`config.mk`:
```
export PLATFORM = sky130hd
export DESIGN_NAME = zet_ng_wb_arbiter
export DESIGN_NICKNAME = d
export VERILOG_FILES = /design/src/rtl/zet_ng_wb_pkg.sv /design/src/rtl/zet_ng_rr_picker.sv /design/src/rtl/zet_ng_wb_arbiter.sv
export SDC_FILE = /design/constraint.sdc
export NUM_CORES = 1
export LEC_CHECK = 0
export ABC_AREA = 1
export CAP_MARGIN = 5
export CELL_PAD_IN_SITES_DETAIL_PLACEMENT = 2
export CELL_PAD_IN_SITES_GLOBAL_PLACEMENT = 2
export CORE_MARGIN = 10
export CORE_UTILIZATION = 12
export CTS_BUF_LIST = sky130_fd_sc_hd__clkbuf_8
export DETAILED_ROUTE_END_ITERATION = 16
export PLACE_DENSITY = 0.86
export SLEW_MARGIN = 0
export SYNTH_ARGS = -nofsm -noshare
export SYNTH_HDL_FRONTEND = slang
export SYNTH_SLANG_ARGS = --single-unit
```
`constraint.sdc`:
```
create_clock -name clk -period 2 [get_ports clk]
set_input_delay 0.4 -clock clk [delete_from_list [all_inputs] [get_ports clk]]
set_output_delay 0.4 -clock clk [all_outputs]
set_load 0.03 [all_outputs]
```
`src/rtl/zet_ng_wb_pkg.sv`:
```
// Shared types and bus geometry for the zet_ng Wishbone interconnect.
package zet_ng_wb_pkg;

  typedef enum logic [1:0] {ARB_IDLE, ARB_OWN, ARB_FLUSH} arb_state_t;

  localparam int WB_AW = 20;
  localparam int WB_DW = 16;

endpackage

```
`src/rtl/zet_ng_rr_picker.sv`:
```
// Combinational round-robin picker: first set request strictly after ptr, wrapping.
module zet_ng_rr_picker #(
  parameter int N  = 3,
  parameter int IW = (N > 1) ? $clog2(N) : 1
) (
  input  logic [N-1:0]  req,
  input  logic [IW-1:0] ptr,
  output logic [N-1:0]  gnt,
  output logic [IW-1:0] idx,
  output logic          any
);

  logic [IW-1:0] k;

  always_comb begin
    gnt = '0;
    idx = '0;
    any = 1'b0;
    k   = ptr;
    for (int i = 0; i < N; i++) begin
      k = (k == IW'(N - 1)) ? '0 : k + IW'(1);
      if (!any && req[k]) begin
        any    = 1'b1;
        idx    = k;
        gnt[k] = 1'b1;
      end
    end
  end

endmodule

```
`src/rtl/zet_ng_wb_arbiter.sv`:
```
// Round-robin Wishbone classic arbiter; the owner keeps the slave for its whole cyc,
// and a watchdog converts a silent slave into err followed by a flush.
//
//   state     | meaning
//   ARB_IDLE  | no owner; pick next requester after ptr
//   ARB_OWN   | master g drives the slave port, responses routed to g only
//   ARB_FLUSH | watchdog fired; slave port quiet until g drops cyc
module zet_ng_wb_arbiter
  import zet_ng_wb_pkg::*;
#(
  parameter int NUM_MASTERS    = 3,
  parameter int AW             = WB_AW,
  parameter int DW             = WB_DW,
  parameter int SELW           = 2,
  parameter int TIMEOUT_CYCLES = 255
) (
  input  logic                        clk,
  input  logic                        rst,
  input  logic [NUM_MASTERS-1:0]      m_cyc_i,
  input  logic [NUM_MASTERS-1:0]      m_stb_i,
  input  logic [NUM_MASTERS-1:0]      m_we_i,
  input  logic [NUM_MASTERS*AW-1:0]   m_adr_i,
  input  logic [NUM_MASTERS*DW-1:0]   m_dat_i,
  input  logic [NUM_MASTERS*SELW-1:0] m_sel_i,
  output logic [DW-1:0]               m_dat_o,
  output logic [NUM_MASTERS-1:0]      m_ack_o,
  output logic [NUM_MASTERS-1:0]      m_err_o,
  output logic                        s_cyc_o,
  output logic                        s_stb_o,
  output logic                        s_we_o,
  output logic [AW-1:0]               s_adr_o,
  output logic [DW-1:0]               s_dat_o,
  output logic [SELW-1:0]             s_sel_o,
  input  logic [DW-1:0]               s_dat_i,
  input  logic                        s_ack_i,
  input  logic                        s_err_i,
  output logic [NUM_MASTERS-1:0]      grant_o
);

  localparam int IW  = $clog2(NUM_MASTERS);
  localparam int WDW = (TIMEOUT_CYCLES > 0) ? $clog2(TIMEOUT_CYCLES + 1) : 1;
  localparam logic [WDW-1:0] WD_LAST = WDW'(TIMEOUT_CYCLES - 1);
  localparam logic [WDW-1:0] WD_MAX  = '1;

  arb_state_t             state, state_nxt;
  logic [IW-1:0]          g, ptr;
  logic [NUM_MASTERS-1:0] grant_q;
  logic [WDW-1:0]         wdog, wdog_nxt;

  logic [NUM_MASTERS-1:0] pick_gnt;
  logic [IW-1:0]          pick_idx;
  logic                   pick_any;

  logic own_cyc, own_stb, resp, timeout;

  zet_ng_rr_picker #(.N(NUM_MASTERS), .IW(IW)) u_picker (
    .req (m_cyc_i),
    .ptr (ptr),
    .gnt (pick_gnt),
    .idx (pick_idx),
    .any (pick_any)
  );

  assign own_cyc = m_cyc_i[g];
  assign own_stb = m_stb_i[g];
  assign resp    = s_ack_i | s_err_i;
  // A response on the last allowed cycle beats the watchdog.
  assign timeout = (TIMEOUT_CYCLES > 0) && (state == ARB_OWN) && own_stb && !resp
                   && (wdog == WD_LAST);

  assign m_dat_o = s_dat_i;
  assign grant_o = (state == ARB_IDLE) ? '0 : grant_q;

  always_comb begin
    state_nxt = state;
    wdog_nxt  = '0;
    s_cyc_o   = 1'b0;
    s_stb_o   = 1'b0;
    s_we_o    = 1'b0;
    s_adr_o   = '0;
    s_dat_o   = '0;
    s_sel_o   = '0;
    m_ack_o   = '0;
    m_err_o   = '0;
    case (state)
      ARB_IDLE: begin
        if (pick_any) state_nxt = ARB_OWN;
      end
      ARB_OWN: begin
        s_cyc_o    = own_cyc;
        s_stb_o    = own_stb;
        s_we_o     = m_we_i[g];
        s_adr_o    = m_adr_i[g*AW +: AW];
        s_dat_o    = m_dat_i[g*DW +: DW];
        s_sel_o    = m_sel_i[g*SELW +: SELW];
        m_ack_o[g] = s_ack_i;
        m_err_o[g] = s_err_i | timeout;
        if (!own_cyc)
          state_nxt = ARB_IDLE;
        else if (timeout)
          state_nxt = ARB_FLUSH;
        else if ((TIMEOUT_CYCLES > 0) && own_stb && !resp)
          wdog_nxt = (wdog == WD_MAX) ? wdog : wdog + WDW'(1);
      end
      ARB_FLUSH: begin
        if (!own_cyc) state_nxt = ARB_IDLE;
      end
      default: state_nxt = ARB_IDLE;
    endcase
  end

  always_ff @(posedge clk) begin
    if (rst) begin
      state   <= ARB_IDLE;
      ptr     <= IW'(NUM_MASTERS - 1);
      g       <= '0;
      grant_q <= '0;
      wdog    <= '0;
    end else begin
      state <= state_nxt;
      wdog  <= wdog_nxt;
      if (state == ARB_IDLE && pick_any) begin
        g       <= pick_idx;
        grant_q <= pick_gnt;
      end
      if (state != ARB_IDLE && state_nxt == ARB_IDLE) ptr <= g;
    end
  end

endmodule
```
After elaboration in Yosys (flattened, before gate mapping)
Cells that the tools add are included.
Storage, ports and cells
  bits in writable memories: 0
  input port bits: 143
  bits in registers: 17
  memories: 0
  latch bits: 0
  ROM bits: 0
  logic and storage cells: 102
Cells by class
  reductions and logical operators: 19
  bitwise gates (word level): 9
  equality and inequality tests: 7
  multiply operators: 1
  div/mod/pow operators: 0
  $add $sub $neg: 4
  order comparisons: 8
  muxes and demuxes: 46
  shifts and indexed selects: 3
Operators by type and width (count)
  $shiftx 60x8->20: 1
  $shiftx 48x7->16: 1
  $mux 2: 11
  $mux 20: 1
  $mux 3: 6
  $eq 8x8->1 const B: 2
  $mux 1: 16
  $mux 16: 1
  $bmux 1 s2: 6
  $logic_and 1x1->1: 12
  $lt 2x3->1 const B: 4
  $add 8x1->8 const B: 1
  $demux 1 s2: 4
  $eq 2x2->1 const B: 4
  $ge 2x1->1 const B: 4
  $add 2x1->2 const B: 3
  $and 3x3->3: 2
  $or 3x3->3: 2
  $pmux 2 s3: 1
  $shiftx 6x4->2: 1
  $mul 2x3->5 const B: 1
  $reduce_or 5->1: 1
  $logic_not 2->1: 2
  $logic_not 1->1: 3
  other kinds (4): 7

Depth between registers and ports, before layout
  depth after elaboration: 15
  depth in mapped cells: 12

By module
Synthesis repeated with hierarchy kept, for this count alone.
Unflattened totals
  cells, all modules: 377
  area total of the unflattened synthesis: 2094.5 µm²
By module, submodules not included
  zet_ng_wb_arbiter: area an instance 1921.8 µm², times used 1, cells an instance 346
  zet_ng_rr_picker: area an instance 172.7 µm², times used 1, cells an instance 31

Worst setup path after synthesis
OpenSTA, ideal clock, no wires.
  kind: register to output
  start: register g[0]
  end: output port s_adr_o[12]
  arrival time: 1.546 ns
  cell stages (with the launch flop): 6
  slack: 0.054 ns
  path through: dfxtp_1 > inv_2 > nor2_2 > clkbuf_1 > nand2_1 > a31oi_1
On the way
  cells in the longest elaborated chain, start to end: 3
RTL lines
  start, declared: RTL line zet_ng_wb_arbiter.sv:46  | logic [IW-1:0] g, ptr;
  start signal, assigned: RTL line zet_ng_wb_arbiter.sv:123  | g <= pick_idx;
  $mul 2x3->5: RTL line zet_ng_wb_arbiter.sv:93  | s_adr_o = m_adr_i[g*AW +: AW];
  $shiftx 60x8->20: RTL line zet_ng_wb_arbiter.sv:93
  $mux 20: RTL line zet_ng_wb_arbiter.sv:85  | case (state)
  end, declared: RTL line zet_ng_wb_arbiter.sv:31  | output logic [AW-1:0] s_adr_o,
Every way passes these cells.

Worst setup path after layout
  start: input port m_stb_i[1]
  end: output port m_err_o[0]
On the way
  cells in the longest elaborated chain, start to end: 8
RTL lines
  start, declared: RTL line zet_ng_wb_arbiter.sv:20  | input logic [NUM_MASTERS-1:0] m_stb_i,
  $bmux 1 s2: RTL line zet_ng_wb_arbiter.sv:65  | assign own_stb = m_stb_i[g];
  $mux 1 (not written as such): RTL line zet_ng_wb_arbiter.sv:65
  $logic_and 1x1->1 (2 in a row): RTL line zet_ng_wb_arbiter.sv:68  | assign timeout = (TIMEOUT_CYCLES > 0) && (state == ARB_OWN) && own_stb && !resp
  $logic_and 1x1->1: RTL line zet_ng_wb_arbiter.sv:69  | && (wdog == WD_LAST);
  $or 1x1->1: RTL line zet_ng_wb_arbiter.sv:97  | m_err_o[g] = s_err_i | timeout;
  $and 3x3->3 (no source line)
  $mux 3: RTL line zet_ng_wb_arbiter.sv:85
  end, declared: RTL line zet_ng_wb_arbiter.sv:27  | output logic [NUM_MASTERS-1:0] m_err_o,
Every way passes these cells. The select of a mux whose other input is x is not followed.

==> reports/qor.yml <==
pwr-share-comb_pct: 78.2
die-height_um: 150
grt_pass1_wl_mm: 20.3
synth_top_cell_area_share_pct: 24.3
p_total_mw: 3.12
drcViolationCount: 0
worst-path-stages: 8
switching_share_pct: 48.5
fin_util_pct: 27.4
synth.most_common_cell: "nand2_1"
tns_ps: -0.376
layout-drive-gt1-share_pct: 24.0
cts_max_level: 1
crit_type: "primary input to output pin"
cts_tree: "built"
grt_max_degree: 49
area_growth_syn_to_layout_pct: 123
critPathMaxStageDelay_ps: 450
ys_seq_elements: 17
crit_required_ps: 1600
async_reset_ff_share_pct: 0
routed_wl_mm: 14.1
hold_path_class: "flop to flop"
cp_top_family: "buffers and inverters"
synth_warnings: 0
dp.cells: 757
ys_seq_area_share_pct: 16.7
finalSetupViolCount: 1
synth.net_count: 524
overflow: 0
start_util_pct: 12.3
routabilityCongestion: 0.808
core_um2: 16600
skew_ps: 2.59
dp_slack_ps: -160
die_area_um2: 22600
die_w_um: 150
p_clk_share_pct: 8.3
worstSkewPairLatency_ps: 250
leakage_nw: 2.08
tightest_slew_ps: 327
ys_types: 30
std_cell_rows: 47
p_switching_mw: 1.51
port_buffers: 176
ys.flop_type: "dfxtp_1"
nets: 695
syn-cell-area_um2: 2040
slew-limit-headroom_pct: 78.1
syn_inst: 379
antenna_found_initial: 0
status: "finished with violations"
clock_path_buffers: 2
fin_ws_ps: -0.376
numCtsBuffers: 3
ys_top_cells_by_area: "nand2_1, dfxtp_1, nand3_1"
cts_root_buf: "clkbuf_8"
design_area_um2: 4540
arrival_ps: 1600
fin_cells: 769
drt-pass1-iter-count: 4
reg2regPathDepth: 12
routedWlPerCell_um: 18.3
dpl.hpwl_mm: 11.0
p_per_area_nw_per_um2: 687
worstSetupStartpointType: "primary input"
grt_pass1_vias: 3670
whs_path_depth: 2
via_count: 3196
avgSynthCellArea_um2: 5.37
power_frac_seq_pct: 13.5
drt_iter0_drc: 79
finalCritPeriodShare_pct: 100
p_int_mw: 1.60
fin_crit_ps: 2000
synth-edff-count: 0
drtAntennaViolNets: 0
worst_setup_path_end_kind: "output pin"
numClockSinks: 17
fmax_ghz: 0.500
rsz0062_at_grt: "yes"
num-fill-cells: 1939
cp_num_buf_inv: 3
yosysTopAreaCell: "nand2_1"
antenna_cells: 0
violations: "negative setup slack"
drv_cap: 0
drv_slew: 0
io_pins: 209
whs_ps: 519
dpl-instance-area_um2: 4010
crit_fanout: 3
routed_via_density: 4.16
cpMaxStageDelayCell: "clkdlybuf4s50_1"
grt.total_usage_pct: 11.2
ir_drop_uv: 238
crit_chain: "clkdlybuf4s50_1, nand3_1, nand3_2, nand2_1, inv_2, a31oi_4, nor2_1, buf_4"
cts.clk_slew.worst_paths_ps: 70
hold_viol: 0
synth_common_cells: "nand2_1, nand3_1, inv_1"
## placed cells by master (no fill, tap or decap), types with 12 or more instances in the layout
| cell | n |
|---|---|
| nor2_1 | 23 |
| a21oi_1 | 12 |
| dfxtp_1 | 13 |
| nand3_1 | 45 |
| nand3_2 | 12 |
| buf_6 | 39 |
| buf_4 | 18 |
| inv_1 | 38 |
| a22oi_1 | 14 |
| clkdlybuf4s50_1 | 126 |
| nand2_1 | 121 |
## worst min-delay path: cells and delay by family, from the launching register on
kind / cells / cell delay, ps
and+or+nand+nor: 1 / 70
AOI/OAI and AO/OA: 1 / 60
DFF: 1 / 340
## power groups by stage
stage                     clock network [mW]  logic [mW]  registers [mW]
final                                  0.259        2.44           0.419
after floorplan                            0        1.11           0.402
after CTS                              0.269        2.29           0.417
after global placement                     0        2.01           0.412
after global routing                   0.289        2.64           0.426
after detailed placement                   0        2.09           0.416
## final timing paths
path | slack, ps | startpoint | to
min | 520 | wdog[1] | wdog[1]
min reg2reg | 520 | wdog[1] | wdog[1]
max | -0.4 | m_stb_i[1] | m_err_o[0]
max reg2reg | 190 | g[1] | ptr[0]
## cell type report
class / instances / area, um^2 / area share [%]
clock buffers: 3 / 41.3 / 0.910
clock inverters: 1 / 3.75 / 0.0827
inverters: 47 / 176 / 3.89
multi-input cells: 282 / 1550 / 34.1
flip-flops and latches: 17 / 350 / 7.72
well taps: 220 / 275 / 6.07
repair buffers: 199 / 2140 / 47.2
## logic make-up (layout without fill, tap and decap cells)
kind of cell / Yosys count / count (layout) / share of synthesized area, %
and+or+nand+nor: 233 / 233 / 48.8
buffers and inverters: 80 / 250 / 18.1
adders and majority gates: 2 / 2 / 1.23
xor gates and xnor gates: 3 / 3 / 1.29
DFF: 17 / 17 / 16.7
AOI/OAI and AO/OA: 44 / 44 / 13.9
## sequential cells by signal, indices dropped and copies added, names as in the netlist
| signal | count |
|---|---|
| grant_q | 3 |
| ptr | 2 |
| wdog | 8 |
| state | 2 |
| g | 2 |
## routing by layer
metal | global-route usage (%) | up-vias | routed length, um
met2 | 22.1 | 111 | 7630
met3 | 3.27 | 12 | 997
met1 | 11.5 | 1525 | 5290
li1 | - | 1548 | -
met4 | 1.55 | 0 | 143
met5 | 0 | - | 0
## timing repair
item | CTS | global route
setup buffers | 3 | 2
pin swaps | 2 | 13
gates resized for setup | 31 | 65
endpoints found under the setup margin | 34 | 53
endpoints found under the hold margin | 0 | 0
hold buffers | 0 | 0
gates cloned | 2 | 3
Note: power is estimated with default switching activity, not from simulation.
==> patch: new RTL, config.mk and constraints unchanged <==
The parameter `SELW` goes from 2 to 1.
--- a/src/rtl/zet_ng_wb_arbiter.sv
+++ b/src/rtl/zet_ng_wb_arbiter.sv
@@ -12,5 +12,5 @@
   parameter int AW             = WB_AW,
   parameter int DW             = WB_DW,
-  parameter int SELW           = 2,
+  parameter int SELW           = 1,
   parameter int TIMEOUT_CYCLES = 255
 ) (
Ports: changed (resized m_sel_i and s_sel_o); port bits go from 209 to 205. The function was not compared with the original's and may differ.
==> patch against the original RTL <==
Clock skew is essentially flat; design area grew 13%; worst setup slack lost 0.096 ns; routed wire length grew 13%; clock power grew 3%; synthesized area grew 2.6%; register-to-register slack lost 0.16 ns; the flow still finishes with violations (negative setup slack); total power grew 12%; sequential cell count is the same; critical endpoint is now m_err_o[1]; synthesized cell count grew 3.4%.
==> patch: results (changes against the original RTL) <==
| Metric | Value |
|---|---|
| Register area share after synthesis | `16.3% (was 16.7%)` |
| Failing checks | `negative setup slack (unchanged)` |
| R2r setup slk | `0.03 ns (was 0.19 ns)` |
| M1 WL | `6370 µm (was 5290 µm)` |
| Unique masters post-synth | `26 (was 30)` |
| Clock Skew | `0.00214 ns (was 0.00259 ns)` |
| Smallest hold slack | `0.512 ns (was 0.519 ns)` |
| Layout area overhead | `145% (was 123%)` |
| Total global-route track usage | `12.0% (was 11.2%)` |
| Crit Path Max Fanout | `8 (was 3)` |
| Adder-cell share of the synthesized area | `1.20% (was 1.23%)` |
| HP Start | `wdog[3] (was wdog[1])` |
| First-pass GRT wire length | `22,100 µm (was 20,300 µm)` |
| Routed wl met2 | `8580 µm (was 7630 µm)` |
| CP max stage cell | `dfxtp_4 (was clkdlybuf4s50_1)` |
| Met1 Use GR | `13.5% (was 11.5%)` |
| Slew @ Worst Pin | `0.412 ns (was 0.327 ns)` |
| WL met3 | `713 µm (was 997 µm)` |
| Nets | `729 (was 695)` |
| XOR/XNOR Fraction of Synth Area | `2.10% (was 1.29%)` |
| Worst setup margin | `-0.0960 ns (was -0.000376 ns)` |
| Leak pwr | `2.35 nW (was 2.08 nW)` |
| Grt met2 use | `22.7% (was 22.1%)` |
| RR Startpoint | `g[0] (was g[1])` |
| Synth cell count leaders | `127 x nand2_1, 80 x nand3_1, 42 x inv_1 (was 132 x nand2_1, 56 x nand3_1, 41 x inv_1)` |
| Antenna cells | `0 (unchanged)` |
| Placed cell count | `780 (was 757)` |
| Setup WS pre-CTS | `-0.214 ns (was -0.160 ns)` |
| DP Area | `4130 µm² (was 4010 µm²)` |
| Drt via density | `4.17 (was 4.16)` |
| Met3 Usage GRT | `2.29% (was 3.27%)` |
| Largest net degree at the start of global routing | `42 (was 49)` |
| Status | `finished with violations (unchanged)` |
| Reg-to-Reg End | `ptr[0] (unchanged)` |
| Post-synthesis net count | `534 (was 524)` |
| Post-synthesis compound-gate area fraction | `6.29% (was 13.9%)` |
| Hold Path End | `wdog[3] (was wdog[1])` |
| Pre-antenna DRT Iters | `4 (unchanged)` |
| Buffers on Ports | `172 (was 176)` |
| Max-slew violations | `0 (unchanged)` |
| Synthesized instance count | `392 (was 379)` |
| Top cells by area, synth | `nand2_1 23%, nand3_1 19%, dfxtp_1 16% (was nand2_1 24%, dfxtp_1 17%, nand3_1 14%)` |
| Worst VDD drop | `0.332 mV (was 0.238 mV)` |
| Layout cells sized above 1 | `37.4% (was 24.0%)` |
| Total wire length | `15,900 µm (was 14,100 µm)` |
| Critical Path AT | `1.70 ns (was 1.60 ns)` |
| Fill cell count | `1,993 (was 1,939)` |
| Sw Share | `48.9% (was 48.5%)` |
| Hpwl dp | `11,300 µm (was 11,000 µm)` |
| Routability cong. | `0.746 (was 0.808)` |
| Vias in the first global route | `3,678 (was 3,670)` |
| DR iter-0 viols | `119 (was 79)` |
| CP peak stage delay | `0.41 ns (was 0.45 ns)` |
| Finish-stage setup viols | `17 (was 1)` |
| Total negative slack | `-0.460 ns (was -0.000376 ns)` |
-- patch: power groups by stage --
| stage | logic [W] | clock network (W) | registers [W] |
|---|---|---|---|
| 2_1_floorplan | 0.00113 | 0 | 0.000407 |
| 3_3_place_gp | 0.00206 | 0 | 0.000421 |
| 3_5_place_dp | 0.00210 | 0 | 0.000423 |
| 4_1_cts | 0.00232 | 0.000277 | 0.000432 |
| 5_1_grt | 0.00301 | 0.000288 | 0.000434 |
| 6_report | 0.00279 | 0.000267 | 0.000429 |
-- patch: repair_timing --
| action | CTS | global route |
|---|---|---|
| setup endpoints to repair | 47 | 46 |
| resized for setup | 62 | 118 |
| pin swaps | 8 | 21 |
| hold endpoints to repair | 0 | 0 |
| setup buffers | 11 | 9 |
| gates cloned | 2 | 5 |
-- patch: area by class of cell --
| class | count | share of cell area, % |
|---|---|---|
| repair buffers | 222 | 47.3 |
| multi-input cells | 294 | 34.9 |
| flip-flops and latches | 17 | 7.10 |
| well taps | 225 | 5.49 |
| inverters | 49 | 4.37 |
| clock buffers | 3 | 0.806 |
| clock inverters | 1 | 0.0732 |
-- patch: worst max path at each step --
stage / cells after the start / from / to / slack [ns]
after floorplan: 8 / state[0] / m_err_o[0] / -0.1
after global placement: 11 / m_stb_i[1] / m_err_o[2] / -0.19
after detailed placement: 11 / m_stb_i[2] / m_err_o[0] / -0.21
after CTS: 11 / g[0] / m_err_o[2] / -0.08
after global routing: 11 / g[1] / m_err_o[2] / -0.15
final: 8 / g[0] / m_err_o[1] / -0.1
-- patch: logic make-up (layout without fill, tap and decap cells) --
group / count (synthesis) / after routing
AOI/OAI and AO/OA: 24 / 24
and+or+nand+nor: 263 / 263
xor gates and xnor gates: 5 / 5
buffers and inverters: 81 / 275
adders and majority gates: 2 / 2
DFF: 17 / 17
